$ cat src/rtl/fault_campaign_pkg.sv
// Shared types for the stuck-at fault campaign controller: FSM states,
// fault-index decode and the per-fault result record.
package fault_campaign_pkg;

  typedef enum logic [2:0] {
    IDLE,
    RST1,
    RST2,
    RUN,
    RECORD,
    DONE
  } state_t;

  localparam int RES_FAULT_W = 16;
  localparam int RES_CYCLE_W = 16;

  typedef struct packed {
    logic [RES_FAULT_W-1:0] fault;
    logic                   detected;
    logic [RES_CYCLE_W-1:0] cycle;
  } fault_result_t;

  typedef struct packed {
    logic [31:0] site;
    logic        stuck_hi;
  } fault_sel_t;

  // Even indices are stuck-at-0, odd are stuck-at-1 on site f>>1.
  function automatic fault_sel_t decode_fault(input logic [31:0] f);
    fault_sel_t sel;
    sel.site     = f >> 1;
    sel.stuck_hi = f[0];
    return sel;
  endfunction

endpackage

$ cat src/rtl/fault_decoder.sv
// Combinational fault-index decoder: drives at most one stuck control
// across both vectors, and nothing at all when disabled.
module fault_decoder
  import fault_campaign_pkg::*;
#(
  parameter int NSITES = 32,
  parameter int FW     = $clog2(2*NSITES)
) (
  input  logic [FW-1:0]     fault_idx,
  input  logic              en,
  output logic [NSITES-1:0] stuck0_vec,
  output logic [NSITES-1:0] stuck1_vec
);

  fault_sel_t sel;

  assign sel = decode_fault(32'(fault_idx));

  generate
    for (genvar gi = 0; gi < NSITES; gi++) begin : g_site
      assign stuck0_vec[gi] = en && (sel.site == 32'(gi)) && !sel.stuck_hi;
      assign stuck1_vec[gi] = en && (sel.site == 32'(gi)) &&  sel.stuck_hi;
    end
  endgenerate

endmodule

$ cat src/rtl/fault_campaign_ctrl.sv
// Walks every stuck-at fault, resets the faulted/golden DUT pair, compares
// their outputs over a window of valid cycles and reports one result per fault.
module fault_campaign_ctrl
  import fault_campaign_pkg::*;
#(
  parameter int NSITES     = 32,
  parameter int OUTW       = 16,
  parameter int WINDOW     = 256,
  parameter int EARLY_EXIT = 1,
  parameter int FW         = $clog2(2*NSITES),
  parameter int CW         = $clog2(WINDOW)
) (
  input  logic              clk,
  input  logic              rst,
  input  logic              start,
  input  logic              abort,
  output logic [NSITES-1:0] stuck0_vec,
  output logic [NSITES-1:0] stuck1_vec,
  output logic              dut_rst,
  input  logic              cmp_valid,
  input  logic [OUTW-1:0]   dut_out,
  input  logic [OUTW-1:0]   gold_out,
  output logic              res_we,
  output logic [FW-1:0]     res_fault,
  output logic              res_detected,
  output logic [CW-1:0]     res_cycle,
  output logic [FW:0]       det_count,
  output logic              busy,
  output logic              done
);

  localparam logic [FW-1:0] LAST_FAULT = FW'(2*NSITES-1);
  localparam logic [CW-1:0] LAST_CYCLE = CW'(WINDOW-1);

  state_t        state_reg;
  logic [FW-1:0] fault_reg;
  logic [CW-1:0] win_cnt_reg;
  logic          det_reg;
  logic [CW-1:0] first_cyc_reg;

  logic          dut_rst_reg;
  logic          busy_reg;
  logic          done_reg;
  logic          res_we_reg;
  logic [FW-1:0] res_fault_reg;
  logic          res_detected_reg;
  logic [CW-1:0] res_cycle_reg;
  logic [FW:0]   det_count_reg;

  logic mismatch;
  logic first_hit;
  logic run_exit;
  logic fault_en;

  assign mismatch  = cmp_valid && (dut_out != gold_out);
  assign first_hit = mismatch && !det_reg;
  assign run_exit  = (cmp_valid && (win_cnt_reg == LAST_CYCLE)) ||
                     ((EARLY_EXIT != 0) && first_hit);
  // Faults are applied only while the DUT is being reset or compared.
  assign fault_en  = (state_reg == RST1) || (state_reg == RST2) || (state_reg == RUN);

  fault_decoder #(
    .NSITES (NSITES),
    .FW     (FW)
  ) u_decoder (
    .fault_idx  (fault_reg),
    .en         (fault_en),
    .stuck0_vec (stuck0_vec),
    .stuck1_vec (stuck1_vec)
  );

  always_ff @(posedge clk) begin
    if (rst) begin
      state_reg        <= IDLE;
      fault_reg        <= '0;
      win_cnt_reg      <= '0;
      det_reg          <= 1'b0;
      first_cyc_reg    <= '0;
      dut_rst_reg      <= 1'b0;
      busy_reg         <= 1'b0;
      done_reg         <= 1'b0;
      res_we_reg       <= 1'b0;
      res_fault_reg    <= '0;
      res_detected_reg <= 1'b0;
      res_cycle_reg    <= '0;
      det_count_reg    <= '0;
    end else if (abort) begin
      // A partially run fault is dropped without a result write.
      state_reg   <= IDLE;
      dut_rst_reg <= 1'b0;
      busy_reg    <= 1'b0;
      done_reg    <= 1'b0;
      res_we_reg  <= 1'b0;
      win_cnt_reg <= '0;
      det_reg     <= 1'b0;
    end else begin
      case (state_reg)
        IDLE, DONE: begin
          if (start) begin
            state_reg     <= RST1;
            fault_reg     <= '0;
            det_count_reg <= '0;
            dut_rst_reg   <= 1'b1;
            busy_reg      <= 1'b1;
            done_reg      <= 1'b0;
          end
        end
        RST1: begin
          state_reg <= RST2;
        end
        RST2: begin
          state_reg     <= RUN;
          dut_rst_reg   <= 1'b0;
          win_cnt_reg   <= '0;
          det_reg       <= 1'b0;
          first_cyc_reg <= '0;
        end
        RUN: begin
          if (cmp_valid) begin
            win_cnt_reg <= win_cnt_reg + 1'b1;
            if (first_hit) begin
              det_reg       <= 1'b1;
              first_cyc_reg <= win_cnt_reg;
            end
            if (run_exit) begin
              state_reg        <= RECORD;
              res_we_reg       <= 1'b1;
              res_fault_reg    <= fault_reg;
              res_detected_reg <= det_reg || mismatch;
              res_cycle_reg    <= det_reg ? first_cyc_reg :
                                  (mismatch ? win_cnt_reg : '0);
            end
          end
        end
        RECORD: begin
          res_we_reg    <= 1'b0;
          det_count_reg <= det_count_reg + (FW+1)'(res_detected_reg);
          if (fault_reg == LAST_FAULT) begin
            state_reg <= DONE;
            busy_reg  <= 1'b0;
            done_reg  <= 1'b1;
          end else begin
            state_reg   <= RST1;
            fault_reg   <= fault_reg + 1'b1;
            dut_rst_reg <= 1'b1;
          end
        end
        default: begin
          state_reg <= IDLE;
        end
      endcase
    end
  end

  assign dut_rst      = dut_rst_reg;
  assign busy         = busy_reg;
  assign done         = done_reg;
  assign res_we       = res_we_reg;
  assign res_fault    = res_fault_reg;
  assign res_detected = res_detected_reg;
  assign res_cycle    = res_cycle_reg;
  assign det_count    = det_count_reg;

endmodule
$ cat config.mk
export PLATFORM = sky130hd
export DESIGN_NAME = fault_campaign_ctrl
export DESIGN_NICKNAME = d
export VERILOG_FILES = /design/src/rtl/fault_campaign_pkg.sv /design/src/rtl/fault_decoder.sv /design/src/rtl/fault_campaign_ctrl.sv
export SDC_FILE = /design/constraint.sdc
export NUM_CORES = 1
export LEC_CHECK = 0
export CAP_MARGIN = 20
export CORE_ASPECT_RATIO = 2
export CORE_MARGIN = 1.5
export CORE_UTILIZATION = 44
export CTS_CLUSTER_DIAMETER = 60
export DETAILED_ROUTE_END_ITERATION = 6
export GPL_TIMING_DRIVEN = 0
export PLACE_DENSITY = 0.81
export SYNTH_ARGS = -nofsm -noshare
export SYNTH_HDL_FRONTEND = slang
export SYNTH_HIERARCHICAL = 1
export SYNTH_SLANG_ARGS = --single-unit
$ cat constraint.sdc
create_clock -name clk -period 2.7 [get_ports clk]
set_input_delay 0.54 -clock clk [delete_from_list [all_inputs] [get_ports clk]]
set_output_delay 0.54 -clock clk [all_outputs]
set_load 0.01 [all_outputs]
==> impl_metrics.env, run 1 <==
export IMPL_grtUsageMet1_pct=22.6
export IMPL_viasPerCell=5.56
export IMPL_critical_path_top_delay_family="buffers and inverters"
export IMPL_intPower_w=0.00120
export IMPL_synth_compound_area_share_pct=13.2
export IMPL_max_vdd_ir_drop_mv=0.362
export IMPL_grt_pass1_wl_mm=15.6
export IMPL_yosys_area_share_simple_pct=36.6
export IMPL_synth_top_family_by_area="simple AND/OR/NAND/NOR gates"
export IMPL_critical_path_arrival_ns=2.07
export IMPL_clock_sinks=52
export IMPL_crit_buf_inv=2
export IMPL_ys_seq_area_share_pct=32.9
export IMPL_synthesis_nets=437
export IMPL_gp_congestion=0.834
export IMPL_hold_path_class="reg2reg"
export IMPL_final_common_cell="nor2_1"
export IMPL_hp_start="first_cyc_reg[3]$_SDFFE_PP0P_"
export IMPL_seqPwrFrac_pct=49.1
export IMPL_cpPeakStageDelay_ns=0.55
export IMPL_portBuffers=125
export IMPL_initial_core_util_pct=45.6
export IMPL_clkLatencyLatePin_ns=0.30
export IMPL_drtIter0Drc=101
export IMPL_maxCapViolCount=0
export IMPL_clock_skew_ns=0.00776
export IMPL_worst_slew_pin_slew_ns=0.728
export IMPL_startpoint_type="flop"
export IMPL_grt_ovfl_total=0
export IMPL_grt_pass1_vias=3414
export IMPL_antenna_found_initial=0
export IMPL_ys_types=56
export IMPL_synth_edf_count=0
export IMPL_die_y_um=123
export IMPL_rr_startpoint="win_cnt_reg[0]$_SDFFE_PP0P_"
export IMPL_synth_xor_area_share_pct=6.91
export IMPL_yosys_area_share_adder_pct=1.58
export IMPL_cp_startpoint="fault_reg[3]$_SDFFE_PP0P_"
export IMPL_post_route_util_pct=67.9
export IMPL_grt_max_degree=17
export IMPL_cts_clk_slew_worst_paths_ns=0.07
export IMPL_layout_common_cells="93 x nor2_1, 82 x clkdlybuf4s50_1, 47 x dfxtp_1, 32 x dlygate4sd2_1, 27 x nand2_1"
export IMPL_critical_path_class="reg2out"
export IMPL_cts_tree="done"
export IMPL_hold_slack_ns=0.465
export IMPL_p_per_area_nw_per_um2=334
export IMPL_synth_cells=396
export IMPL_hold_violations=0
export IMPL_yosys_warnings=6
export IMPL_vias=3469
export IMPL_synthMuxAreaShare_pct=4.74
export IMPL_ys_ff_latch=52
export IMPL_p_comb_share_pct=10.6
export IMPL_core_area_um2=6940
export IMPL_p_switching_w=0.000371
export IMPL_nets=574
export IMPL_synth_area_um2=3170
export IMPL_finalSetupViolCount=0
export IMPL_cts_root_buf="clkbuf_16"
export IMPL_floorplan_die_area_um2=7750
export IMPL_cts_buffer_depth=2
export IMPL_antenna_cells=0
export IMPL_rows=43
export IMPL_area_delta_synth_final_pct=48.7
export IMPL_critPathCaptureType="output pin"
export IMPL_fp_dieW_um=63
export IMPL_drive_gt1_share_pct=11.4
export IMPL_min_period_ns=2.61
export IMPL_crit_chain="buf_2, or4b_4, nor2_1, clkdlybuf4s50_1"
export IMPL_grt_util_met2_pct=50.7
export IMPL_cts_max_level=2
export IMPL_crit_fanout=13
export IMPL_crit_required_ns=2.16
export IMPL_routed_wl_mm=9.84
export IMPL_met3_usage_pct=3.82
export IMPL_nFillCells=587
export IMPL_power_share_clock_pct=40.3
export IMPL_cts_hold_buffers=0
export IMPL_track_usage_pct=25.3
export IMPL_io_pin_count=127
export IMPL_slew_headroom_pct=51.1
export IMPL_status="finished, final reports clean"
export IMPL_wl_per_cell_um=15.8
export IMPL_synthFlopType="dfxtp_1"
export IMPL_finalMaxSlewViolations=0
export IMPL_power_switching_share_pct=23.6
export IMPL_drt_pass1_iterations=4
export IMPL_syn_avg_cell_area_um2=8.00
export IMPL_fin_crit_sh_pct=96.6
export IMPL_cts_buffers=5
export IMPL_drc=0
export IMPL_max_freq_mhz=383
export IMPL_crit_slowest_cell="clkdlybuf4s50_1"
export IMPL_async_flop_share_pct=0
export IMPL_gr_max_usage_layer="met2"
export IMPL_antenna_left=0
export IMPL_rsz0062_at_grt="false"
export IMPL_leakage_nw=1.78
export IMPL_hpwl_mm=7.70
## synthesized netlist by cell type, drive strengths merged, types with 2 or more instances
master | instances | area, µm²
mux2i | 15 | 150
a31oi | 8 | 50.1
o21ai | 7 | 35.0
or4 | 2 | 18.8
a21o | 2 | 22.5
nand3 | 10 | 50.1
o211a | 2 | 20.0
or4b | 4 | 43.8
a221oi | 8 | 95.1
a211oi | 3 | 22.5
xor2 | 22 | 193
dfxtp | 52 | 1040
nand2 | 29 | 114
nor2 | 95 | 359
nand4b | 6 | 52.6
clkbuf | 13 | 48.8
nand4bb | 6 | 67.6
ha | 4 | 50.1
nand3b | 2 | 15.0
a41oi | 2 | 25.0
nand4 | 7 | 43.8
inv | 3 | 11.3
xnor2 | 3 | 26.3
or3 | 4 | 25.0
and2 | 12 | 75.1
nor3 | 6 | 30.0
a21oi | 19 | 98.9
nand2b | 23 | 144
nor4 | 5 | 71.3
buf | 9 | 65.1
## power by group through the flow
stage | clock [W] | combinational [W] | sequential [W]
floorplan | 0 | 0.0000755 | 0.000790
global placement | 0 | 0.000156 | 0.000789
detailed placement | 0 | 0.000161 | 0.000789
CTS | 0.000644 | 0.000166 | 0.000772
global route | 0.000677 | 0.000180 | 0.000771
finish | 0.000633 | 0.000167 | 0.000772
## final cells by class
class	instances	area, µm²	area share (%)
repair buffers	130	1210	25.8
plain buffers	22	158	3.35
inverters	4	15.0	0.319
flip-flops and latches	52	1050	22.2
multi-input cells	318	2020	42.9
clock buffers	6	129	2.74
clock inverters	2	16.3	0.345
well taps	90	113	2.39
## final timing paths
kind                                                 endpoint  slack [ns]  cells after the start
worst min-delay path            first_cyc_reg[3]$_SDFFE_PP0P_        0.47                      2
worst max register to register      res_fault[1]$_SDFFE_PP0P_        0.58                      6
worst max-delay path                           stuck1_vec[24]        0.09                      4
worst min register to register  first_cyc_reg[3]$_SDFFE_PP0P_        0.47                      2
## metal layers
metal	vias to the layer above	wire length (µm)
met5	-	0
li1	1652	-
met4	0	480
met2	119	5610
met1	1668	3320
met3	30	431
## through the flow
stage / setup WS, ns / power, W / cells / setup TNS (ns) / area, µm²
finish: 0.0910 / 0.00157 / 624 / 0 / 4710
global route: 0.00363 / 0.00163 / 624 / 0 / 4710
floorplan: 0.552 / 0.000865 / 396 / 0 / 3170
global placement: -0.199 / 0.000945 / 611 / -4.63 / 4530
CTS: 0.000101 / 0.00158 / 623 / 0 / 4720
detailed placement: -0.237 / 0.000950 / 611 / -6.75 / 4530
## cells by family after synthesis
family | Yosys count
xor+xnor | 25
compound gates | 57
mux | 15
fa+ha+maj | 4
flops | 52
buf+inv | 26
simple gates | 217
## timing repair
item,CTS,global route
buffers inserted,4,1
pin swaps,1,1
gates resized for setup,74,19
endpoints found under the setup margin,64,31
## tightest hold or removal path, cell delays in order (launching register included)
cell	delay [ns]
dfxtp_1	0.31
nand2_1	0.05
mux2i_1	0.06
Note: power is estimated with default switching activity, not from simulation.
==> run 2: changes to the inputs <==
Settings changed: CTS_CLUSTER_DIAMETER 60 to default.
==> results of run 2 <==
No change in the layout: final DEF, timing and power equal those of run 1.
